## src/rtl/dram_bus_arbiter.sv

```systemverilog
// Shared DRAM pin-bus arbiter: init writer, AES read path and a periodic refresh scheduler.
// All outputs are registered from next-state values so the pin mux sees glitch-free selects.
module dram_bus_arbiter #(
  parameter int REF_PERIOD    = 4096,
  parameter int REF_LEN       = 64,
  parameter int REF_MAX_DEFER = 256,
  parameter int GUARD         = 2
) (
  input  logic       CLK,
  input  logic       RST,
  input  logic       INIT_REQ,
  input  logic       INIT_REL,
  input  logic       AES_REQ,
  input  logic       AES_REL,
  output logic       INIT_GNT,
  output logic       AES_GNT,
  output logic       PREEMPT,
  output logic [1:0] SEL,
  output logic       REF_WWL,
  output logic [5:0] REF_ROW,
  output logic [7:0] REF_MISS
);

  localparam logic [2:0] S_IDLE    = 3'd0;
  localparam logic [2:0] S_G_INIT  = 3'd1;
  localparam logic [2:0] S_G_AES   = 3'd2;
  localparam logic [2:0] S_REFRESH = 3'd3;
  localparam logic [2:0] S_GUARD   = 3'd4;

  localparam int PW = (REF_PERIOD > 1) ? $clog2(REF_PERIOD) : 1;
  localparam int DW = $clog2(REF_MAX_DEFER + 1);
  localparam int TW = $clog2(((REF_LEN > GUARD) ? REF_LEN : GUARD) + 1);

  localparam logic [PW-1:0] PERIOD_LAST = PW'(REF_PERIOD - 1);
  localparam logic [DW-1:0] DEFER_MAX   = DW'(REF_MAX_DEFER);
  localparam logic [TW-1:0] REF_LAST    = TW'(REF_LEN - 1);
  localparam logic [TW-1:0] GUARD_LAST  = TW'(GUARD - 1);

  logic [2:0]    state, state_nxt;
  logic [PW-1:0] period_cnt;
  logic [DW-1:0] defer_cnt, defer_nxt;
  logic [TW-1:0] timer, timer_nxt;
  logic          pending, pending_nxt;
  logic          wrap, defer_full, ref_entry, ref_exit, miss;
  logic [1:0]    sel_nxt;

  assign wrap       = (period_cnt == PERIOD_LAST);
  assign defer_full = (defer_cnt == DEFER_MAX);

  always_comb begin
    state_nxt = state;
    case (state)
      S_IDLE: begin
        if (pending && defer_full) state_nxt = S_REFRESH;
        else if (INIT_REQ)         state_nxt = S_G_INIT;
        else if (pending)          state_nxt = S_REFRESH;
        else if (AES_REQ)          state_nxt = S_G_AES;
      end
      S_G_INIT:  if (INIT_REL)            state_nxt = S_GUARD;
      S_G_AES:   if (AES_REL)             state_nxt = S_GUARD;
      S_REFRESH: if (timer == REF_LAST)   state_nxt = S_GUARD;
      S_GUARD:   if (timer == GUARD_LAST) state_nxt = S_IDLE;
      default:                            state_nxt = S_IDLE;
    endcase
  end

  // Refresh bookkeeping: a wrap on the entry edge itself is a fresh request, not a miss.
  always_comb begin
    ref_entry   = (state == S_IDLE) && (state_nxt == S_REFRESH);
    ref_exit    = (state == S_REFRESH) && (state_nxt == S_GUARD);
    miss        = wrap && pending && !ref_entry;
    pending_nxt = pending;
    if (wrap)           pending_nxt = 1'b1;
    else if (ref_entry) pending_nxt = 1'b0;
    defer_nxt = defer_cnt;
    if (ref_entry)                    defer_nxt = '0;
    else if (pending && !defer_full)  defer_nxt = defer_cnt + 1'b1;
    timer_nxt = '0;
    if ((state_nxt == state) && ((state == S_REFRESH) || (state == S_GUARD)))
      timer_nxt = timer + 1'b1;
    case (state_nxt)
      S_G_INIT:  sel_nxt = 2'b01;
      S_G_AES:   sel_nxt = 2'b10;
      S_REFRESH: sel_nxt = 2'b11;
      default:   sel_nxt = 2'b00;
    endcase
  end

  always_ff @(posedge CLK or posedge RST) begin
    if (RST) begin
      state      <= S_IDLE;
      period_cnt <= '0;
      pending    <= 1'b0;
      defer_cnt  <= '0;
      timer      <= '0;
      INIT_GNT   <= 1'b0;
      AES_GNT    <= 1'b0;
      PREEMPT    <= 1'b0;
      SEL        <= 2'b00;
      REF_WWL    <= 1'b0;
      REF_ROW    <= 6'd0;
      REF_MISS   <= 8'd0;
    end else begin
      state      <= state_nxt;
      period_cnt <= wrap ? '0 : period_cnt + 1'b1;
      pending    <= pending_nxt;
      defer_cnt  <= defer_nxt;
      timer      <= timer_nxt;
      if (ref_exit)                   REF_ROW  <= REF_ROW + 6'd1;
      if (miss && (REF_MISS != 8'hFF)) REF_MISS <= REF_MISS + 8'd1;
      INIT_GNT <= (state_nxt == S_G_INIT);
      AES_GNT  <= (state_nxt == S_G_AES);
      REF_WWL  <= (state_nxt == S_REFRESH);
      SEL      <= sel_nxt;
      PREEMPT  <= (defer_nxt == DEFER_MAX) &&
                  ((state_nxt == S_G_INIT) || (state_nxt == S_G_AES));
    end
  end

endmodule

```

## config.mk

```make
export PLATFORM = sky130hd
export DESIGN_NAME = dram_bus_arbiter
export DESIGN_NICKNAME = d
export VERILOG_FILES = /design/src/rtl/dram_bus_arbiter.sv
export SDC_FILE = /design/constraint.sdc
export NUM_CORES = 1
export LEC_CHECK = 0
export BUFFER_PORTS_ARGS = -buffer_cell sky130_fd_sc_hd__buf_2
export CORE_AREA = 2 2 89 91
export DETAILED_ROUTE_END_ITERATION = 6
export DIE_AREA = 0 0 91 93
export MAX_ROUTING_LAYER = met4
export PLACE_DENSITY = 0.55
export SYNTH_ARGS = -nofsm -noshare
export SYNTH_HDL_FRONTEND = slang
export SYNTH_SLANG_ARGS = --single-unit
```

## constraint.sdc

```tcl
create_clock -name CLK -period 2.9 [get_ports CLK]
set_clock_uncertainty 0.1 [all_clocks]
set_input_delay 0.29 -clock CLK [delete_from_list [all_inputs] [get_ports CLK]]
set_output_delay 0.29 -clock CLK [all_outputs]
set_load 0.01 [all_outputs]
```

==> results.json, run 1 <==
{
  "worstPathRequired_ps": 3000,
  "synth_fp_nets": 259,
  "yosysSeqAreaShare_pct": 50.5,
  "ys_ff_latch": 52,
  "synth_edf_count": 0,
  "outcome": "completed",
  "crit_type": "register to register",
  "synthArstFlopShare_pct": 100,
  "gp_congestion": 0.791,
  "cts_buffers": 5,
  "postLayoutCellArea_sq_mm": 0.00293,
  "n_antenna_cell": 0,
  "power_frac_comb_pct": 23.3,
  "fin_crit_sh_pct": 79.0,
  "gr-usage-all-layers_pct": 12.2,
  "synth.top_cells.by_count": "52 x dfrtp_1, 25 x nor2_1, 19 x xor2_1",
  "clockPowerShare_pct": 25.4,
  "syn-cell-area_sq_mm": 0.00258,
  "tns_ps": 0,
  "cts-root-buf": "clkbuf_8",
  "ctsResizeCount": 0,
  "dieArea_sq_mm": 0.00846,
  "synth_top_area_share_pct": 50.5,
  "hold_class": "input port to asynchronous set/reset pin",
  "nFillCells": 792,
  "antenna_found_initial": 0,
  "end_kind": "register",
  "crit_fanout": 9,
  "drv_slew": 0,
  "syn_avg_cell_area_sq_um": 10.5,
  "seqCellArea_sq_mm": 0.00130,
  "die_h_um": 93,
  "slew_headroom_pct": 57.0,
  "p_switching_w": 0.000627,
  "post-synth-top-count-cell": "dfrtp_1",
  "dpl_cell_area_sq_mm": 0.00282,
  "startpoint_type": "register",
  "power.total_w": 0.00192,
  "cts_tree": "done",
  "nets": 287,
  "synth_top_area_cell": "dfrtp_1",
  "area_growth_pct": 13.6,
  "rows": 32,
  "syn_inst": 246,
  "grt-ovfl-total": 0,
  "fin_crit_ps": 2290,
  "wl_per_cell_um": 12.1,
  "die_x_um": 91,
  "met2_usage_pct": 19.0,
  "hold_viol": 0,
  "synth_area_leaders": "dfrtp_1 50%, xor2_1 6.5%, xnor2_1 4.4%",
  "ios": 26,
  "avgViaCountPerCell": 4.77,
  "max_slew.worst_pin.slew_ps": 645,
  "rsz0062_at_grt": "no",
  "start_util_pct": 34.3,
  "first_pass_iters": 4,
  "arrival_ps": 2390,
  "power_density_mw_per_mm2": 654,
  "ant_nets": 0,
  "io_buffers": 25,
  "dr.first_iter.drc_count": 139,
  "yosysUniqueCellTypes": 50,
  "drive_gt1_share_pct": 17.5,
  "p_leak_nw": 1.36,
  "cts.sinks": 52,
  "drv_cap": 0,
  "ctsHoldBuffers": 0,
  "clkLatencyLatePin_ps": 300,
  "grt_pass1_wl_um": 8190,
  "yosysWarnings": 0,
  "max_freq_ghz": 0.437,
  "grt_pass1_vias": 1804,
  "clkTransAtPathRegs_ps": 90,
  "cts_max_path_buffers": 2,
  "num_vias": 1799,
  "p_int_w": 0.00129,
  "drc": 0,
  "dp_hpwl_um": 3230,
  "seqPwrFrac_pct": 51.4,
  "setup_viol": 0,
  "multi_input_area_sq_mm": 0.00121,
  "synth-main-ff-cell": "dfrtp_1",
  "met1_usage_pct": 16.3,
  "cts_max_level": 2,
  "gr-max-usage-layer": "met2",
  "switching_share_pct": 32.7,
  "post-cts-setup-buffers": 0,
  "fp.coreArea_sq_mm": 0.00753,
  "routed_wirelength_um": 4570,
  "post-route-util_pct": 38.9,
  "grt_util_met3_pct": 2.18,
  "ir_worst_vdd_uv": 260,
  "grt_max_degree": 53
}
critical path: stages (launching register included):
cell and delay (ps):
dfrtp_1 440, or4_4 570, o21a_4 250, nor3b_4 390, a31oi_1 130, a2111oi_2 310
routing by layer:
layer | up-vias | wire, um
met2 | 25 | 2090
met1 | 856 | 2250
met5 | - | 0
li1 | 912 | -
met3 | 6 | 146
met4 | 0 | 76
metrics by stage:
step                      worst slack (ps)  cells  hold WS (ps)
after floorplan                        827    246           342
after global placement                 667    369           364
after detailed placement               630    369           369
after CTS                              598    377          71.1
after global routing                   424    377          98.7
final                                  609    377          49.4
final timing paths:
kind	slack, ps	startpoint	cells past startpoint	endpoint
hold reg to reg	370	period_cnt[10]	1	period_cnt[10]
max in group asynchronous	2230	RST	3	defer_cnt[3]
min in group CLK	220	AES_REL	3	state[2]
setup / recovery	610	defer_cnt[2]	5	PREEMPT
setup reg to reg	610	defer_cnt[2]	5	PREEMPT
hold / removal	50	RST	3	REF_ROW[1]
registers in the layout, indices dropped and copies added, names as in the netlist:
register,count
state,3
INIT_GNT,1
defer_cnt,9
REF_ROW,6
SEL,2
timer,7
PREEMPT,1
pending,1
REF_MISS,8
AES_GNT,1
REF_WWL,1
period_cnt,12
area by class of cell:
type | count | share of cell area (%)
sequential | 52 | 44.4
clock inverter | 2 | 1.20
timing repair buffer | 27 | 4.78
tap | 102 | 4.36
multi-input combinational | 176 | 41.2
inverter | 12 | 1.54
clock buffer | 6 | 2.48
power by group through the flow:
stage | sequential, W | combinational [W] | clock [W]
floorplan | 0.000943 | 0.000385 | 0
global placement | 0.000996 | 0.000450 | 0
detailed placement | 0.000992 | 0.000453 | 0
CTS | 0.000982 | 0.000452 | 0.000514
global route | 0.00101 | 0.000508 | 0.000540
finish | 0.000985 | 0.000446 | 0.000486
cells by family after synthesis:
kind of cell | synth area share, %
buffers and inverters | 2.67
adder cells (fa/ha/maj) | 3.40
AO/OA/AOI/OAI | 9.70
flip-flops | 50.5
AND/OR/NAND/NOR | 21.6
multiplexers | 1.26
XOR/XNOR | 10.9
cell usage in the layout (no fill, tap or decap), types with 3 or more instances in the layout:
master / netlist / routed
ha_1: 7 / 7
inv_1: 11 / 10
o21ai_0: 8 / 8
xor2_1: 19 / 19
nand3_1: 14 / 14
dfrtp_1: 52 / 52
xnor2_1: 13 / 13
a21oi_1: 4 / 4
nor4_1: 3 / 3
nand2_1: 15 / 15
clkbuf_8: 0 / 5
buf_2: 1 / 25
and3_1: 4 / 4
nor2b_1: 5 / 5
nor2_1: 25 / 25
and4_1: 5 / 5
or3_1: 3 / 3
o31ai_1: 3 / 3
nor3_1: 8 / 8
nand4_1: 7 / 7
No activity file was read; power rests on OpenSTA's default activity.
==> inputs of run 2 (changes only) <==
==> config.mk (replaced) <==
export PLATFORM = sky130hd
export DESIGN_NAME = dram_bus_arbiter
export DESIGN_NICKNAME = d
export VERILOG_FILES = /design/src/rtl/dram_bus_arbiter.sv
export SDC_FILE = /design/constraint.sdc
export NUM_CORES = 1
export LEC_CHECK = 0
export ABC_AREA = 1
export BUFFER_PORTS_ARGS = -buffer_cell sky130_fd_sc_hd__buf_2
export CORE_AREA = 2 2 93 95
export DETAILED_ROUTE_END_ITERATION = 6
export DIE_AREA = 0 0 95 97
export MAX_ROUTING_LAYER = met4
export PLACE_DENSITY = 0.56
export SYNTH_ARGS = -nofsm -noshare
export SYNTH_HDL_FRONTEND = slang
export SYNTH_SLANG_ARGS = --single-unit
==> constraint.sdc (replaced) <==
create_clock -name CLK -period 2 [get_ports CLK]
set_clock_uncertainty 0.1 [all_clocks]
set_input_delay 0.2 -clock CLK [delete_from_list [all_inputs] [get_ports CLK]]
set_output_delay 0.2 -clock CLK [all_outputs]
set_load 0.01 [all_outputs]
==> results.json, run 2 <==
{
  "outcome": "completed",
  "dr.first_iter.drc_count": 138,
  "max_slew.worst_pin.slew_ps": 380,
  "synth_top_area_share_pct": 46.8,
  "final_cells": 493,
  "cts_buffers": 5,
  "final_cell_mix": "80 x nand2_1, 55 x inv_1, 52 x dfrtp_1",
  "p_leak_nw": 1.84,
  "synth-main-ff-cell": "dfrtp_1",
  "synth_top_area_cell": "dfrtp_1",
  "synth_edf_count": 0,
  "min-delay-start": "INIT_REL",
  "cts_max_level": 2,
  "clkLatencyLatePin_ps": 310,
  "grt-ovfl-total": 0,
  "dpl_cell_area_sq_mm": 0.00310,
  "drv_cap": 0,
  "fin_crit_ps": 1870,
  "reg2reg_depth": 8,
  "regToRegStartpoint": "period_cnt[1]",
  "synth_area_leaders": "dfrtp_1 47%, nand2_1 11%, inv_1 7.8%",
  "cts.sinks": 52,
  "setup_viol": 0,
  "power.total_w": 0.00308,
  "hold_viol": 0,
  "cts_tree": "done",
  "yosysWarnings": 0,
  "cp_cell_sequence": "ha_1 -> nand3_1 -> nor2_2 -> nand4_1 -> nor2_2 -> o211ai_4 -> buf_6 -> xnor2_1",
  "gp_congestion": 0.791,
  "num_vias": 2214,
  "fin_crit_sh_pct": 93.7,
  "critPathLaunch": "period_cnt[1]",
  "routed_wirelength_um": 5600,
  "slowest_delay_ps": 360,
  "antenna_found_initial": 0,
  "post-synth-top-count-cell": "nand2_1",
  "critPathCapture": "REF_MISS[0]",
  "synth.top_cells.by_count": "85 x nand2_1, 58 x inv_1, 52 x dfrtp_1",
  "area_growth_pct": 20.4,
  "grt_max_degree": 53,
  "n_antenna_cell": 0,
  "crit_fanout": 6,
  "syn-cell-area_sq_mm": 0.00278,
  "worstPathRequired_ps": 2090,
  "ant_nets": 0,
  "r2r_slack_ps": 130,
  "synth_fp_nets": 346,
  "drv_slew": 0,
  "syn_inst": 333,
  "max_freq_ghz": 0.534,
  "ios": 26,
  "layout_commonest_cell": "nand2_1",
  "cts-root-buf": "clkbuf_8",
  "hold_class": "input port to register",
  "crit_top_cell": "nor2_2",
  "largestRegisters": "period_cnt (12), defer_cnt (9), REF_MISS (8)",
  "rows": 33,
  "gr-usage-all-layers_pct": 13.5,
  "grt_pass1_wl_um": 9690,
  "drive_gt1_share_pct": 23.2,
  "crit_type": "register to register",
  "dieArea_sq_mm": 0.00922,
  "slew_headroom_pct": 74.7,
  "first_pass_iters": 4,
  "yosysSeqAreaShare_pct": 46.8,
  "clkTransAtPathRegs_ps": 90,
  "drc": 0,
  "grt_pass1_vias": 2137,
  "avgViaCountPerCell": 4.49,
  "largest_reg_flops": 12,
  "postLayoutCellArea_sq_mm": 0.00335,
  "ys_ff_latch": 52,
  "syn_avg_cell_area_sq_um": 8.36,
  "yosysUniqueCellTypes": 28,
  "die_h_um": 97,
  "end_kind": "register",
  "place_inst": 470,
  "dp_hpwl_um": 3940,
  "ir_worst_vdd_uv": 448,
  "start_util_pct": 34.2,
  "wl_per_cell_um": 11.3,
  "fp.coreArea_sq_mm": 0.00813,
  "largest_register": "period_cnt",
  "startpoint_type": "register",
  "timing.rr.end": "REF_MISS[0]",
  "synthArstFlopShare_pct": 100,
  "die_x_um": 95,
  "nets": 400,
  "slowest_stage": "dfrtp_1",
  "io_buffers": 25,
  "cts_max_path_buffers": 2,
  "arrival_ps": 1970,
  "power_density_mw_per_mm2": 920
}
run 2: cells by family after synthesis:
family | synth area share (%)
adders and majority gates | 3.15
xor gates and xnor gates | 7.55
DFF | 46.8
AOI/OAI and AO/OA | 7.06
buffers and inverters | 9.22
and+or+nand+nor | 26.3
run 2: layout make-up:
| class | count | area, sq um |
|---|---|---|
| fill | 825 | 4780 |
| sequential | 52 | 1300 |
| multi-input combinational | 219 | 1260 |
| timing repair buffer | 48 | 329 |
| inverter | 60 | 229 |
| tap | 105 | 131 |
| clock buffer | 8 | 90.1 |
| timing repair inverter | 1 | 5.00 |
run 2: per-stage QoR:
step | worst slack [ps] | hold slack [ps] | TNS (ps) | utilization, %
after floorplan | 201 | 294 | 0 | -
after global placement | 142 | 176 | 0 | 38.1
after detailed placement | 87.1 | 175 | 0 | 38.1
after CTS | 67.5 | 102 | 0 | 39.3
after global routing | -18.8 | 103 | -78.3 | 41.2
final | 127 | 106 | 0 | 41.2
run 2: where the power goes:
part           internal, W  total, W  switching, W
Sequential         0.00120   0.00134      0.000139
Combinational     0.000432   0.00112      0.000689
Clock             0.000283  0.000620      0.000337
Total              0.00192   0.00308       0.00116
run 2: repair_timing:
item / in CTS / in global routing
endpoints found under the hold margin: 52 / 0
hold buffers: 1 / 0
buffers inserted: 0 / 11
setup endpoints to repair: 0 / 15
resized for setup: 0 / 18
run 2: per-layer routing:
metal | GRT usage (%) | routed length (um)
met5 | - | 0
met4 | 5.24 | 110
met3 | 2.65 | 157
met2 | 19.4 | 2550
met1 | 18.8 | 2780
run 2: worst max-delay path: cells and delay by family, from the launching register on:
| family | cells | cell delay [ps] |
|---|---|---|
| and+or+nand+nor | 4 | 690 |
| DFF | 1 | 360 |
| adders and majority gates | 1 | 190 |
| AOI/OAI and AO/OA | 1 | 170 |
| buffers and inverters | 1 | 150 |
| xor gates and xnor gates | 1 | 110 |
run 2: worst min-delay path by stage:
stage                            end  slack (ps)  depth (start not counted)
after global routing        state[2]         100                          3
final                       state[2]         110                          3
after CTS                   state[2]         100                          3
after detailed placement  REF_ROW[5]         180                          3
after floorplan             state[2]         290                          2
after global placement    REF_ROW[5]         180                          3
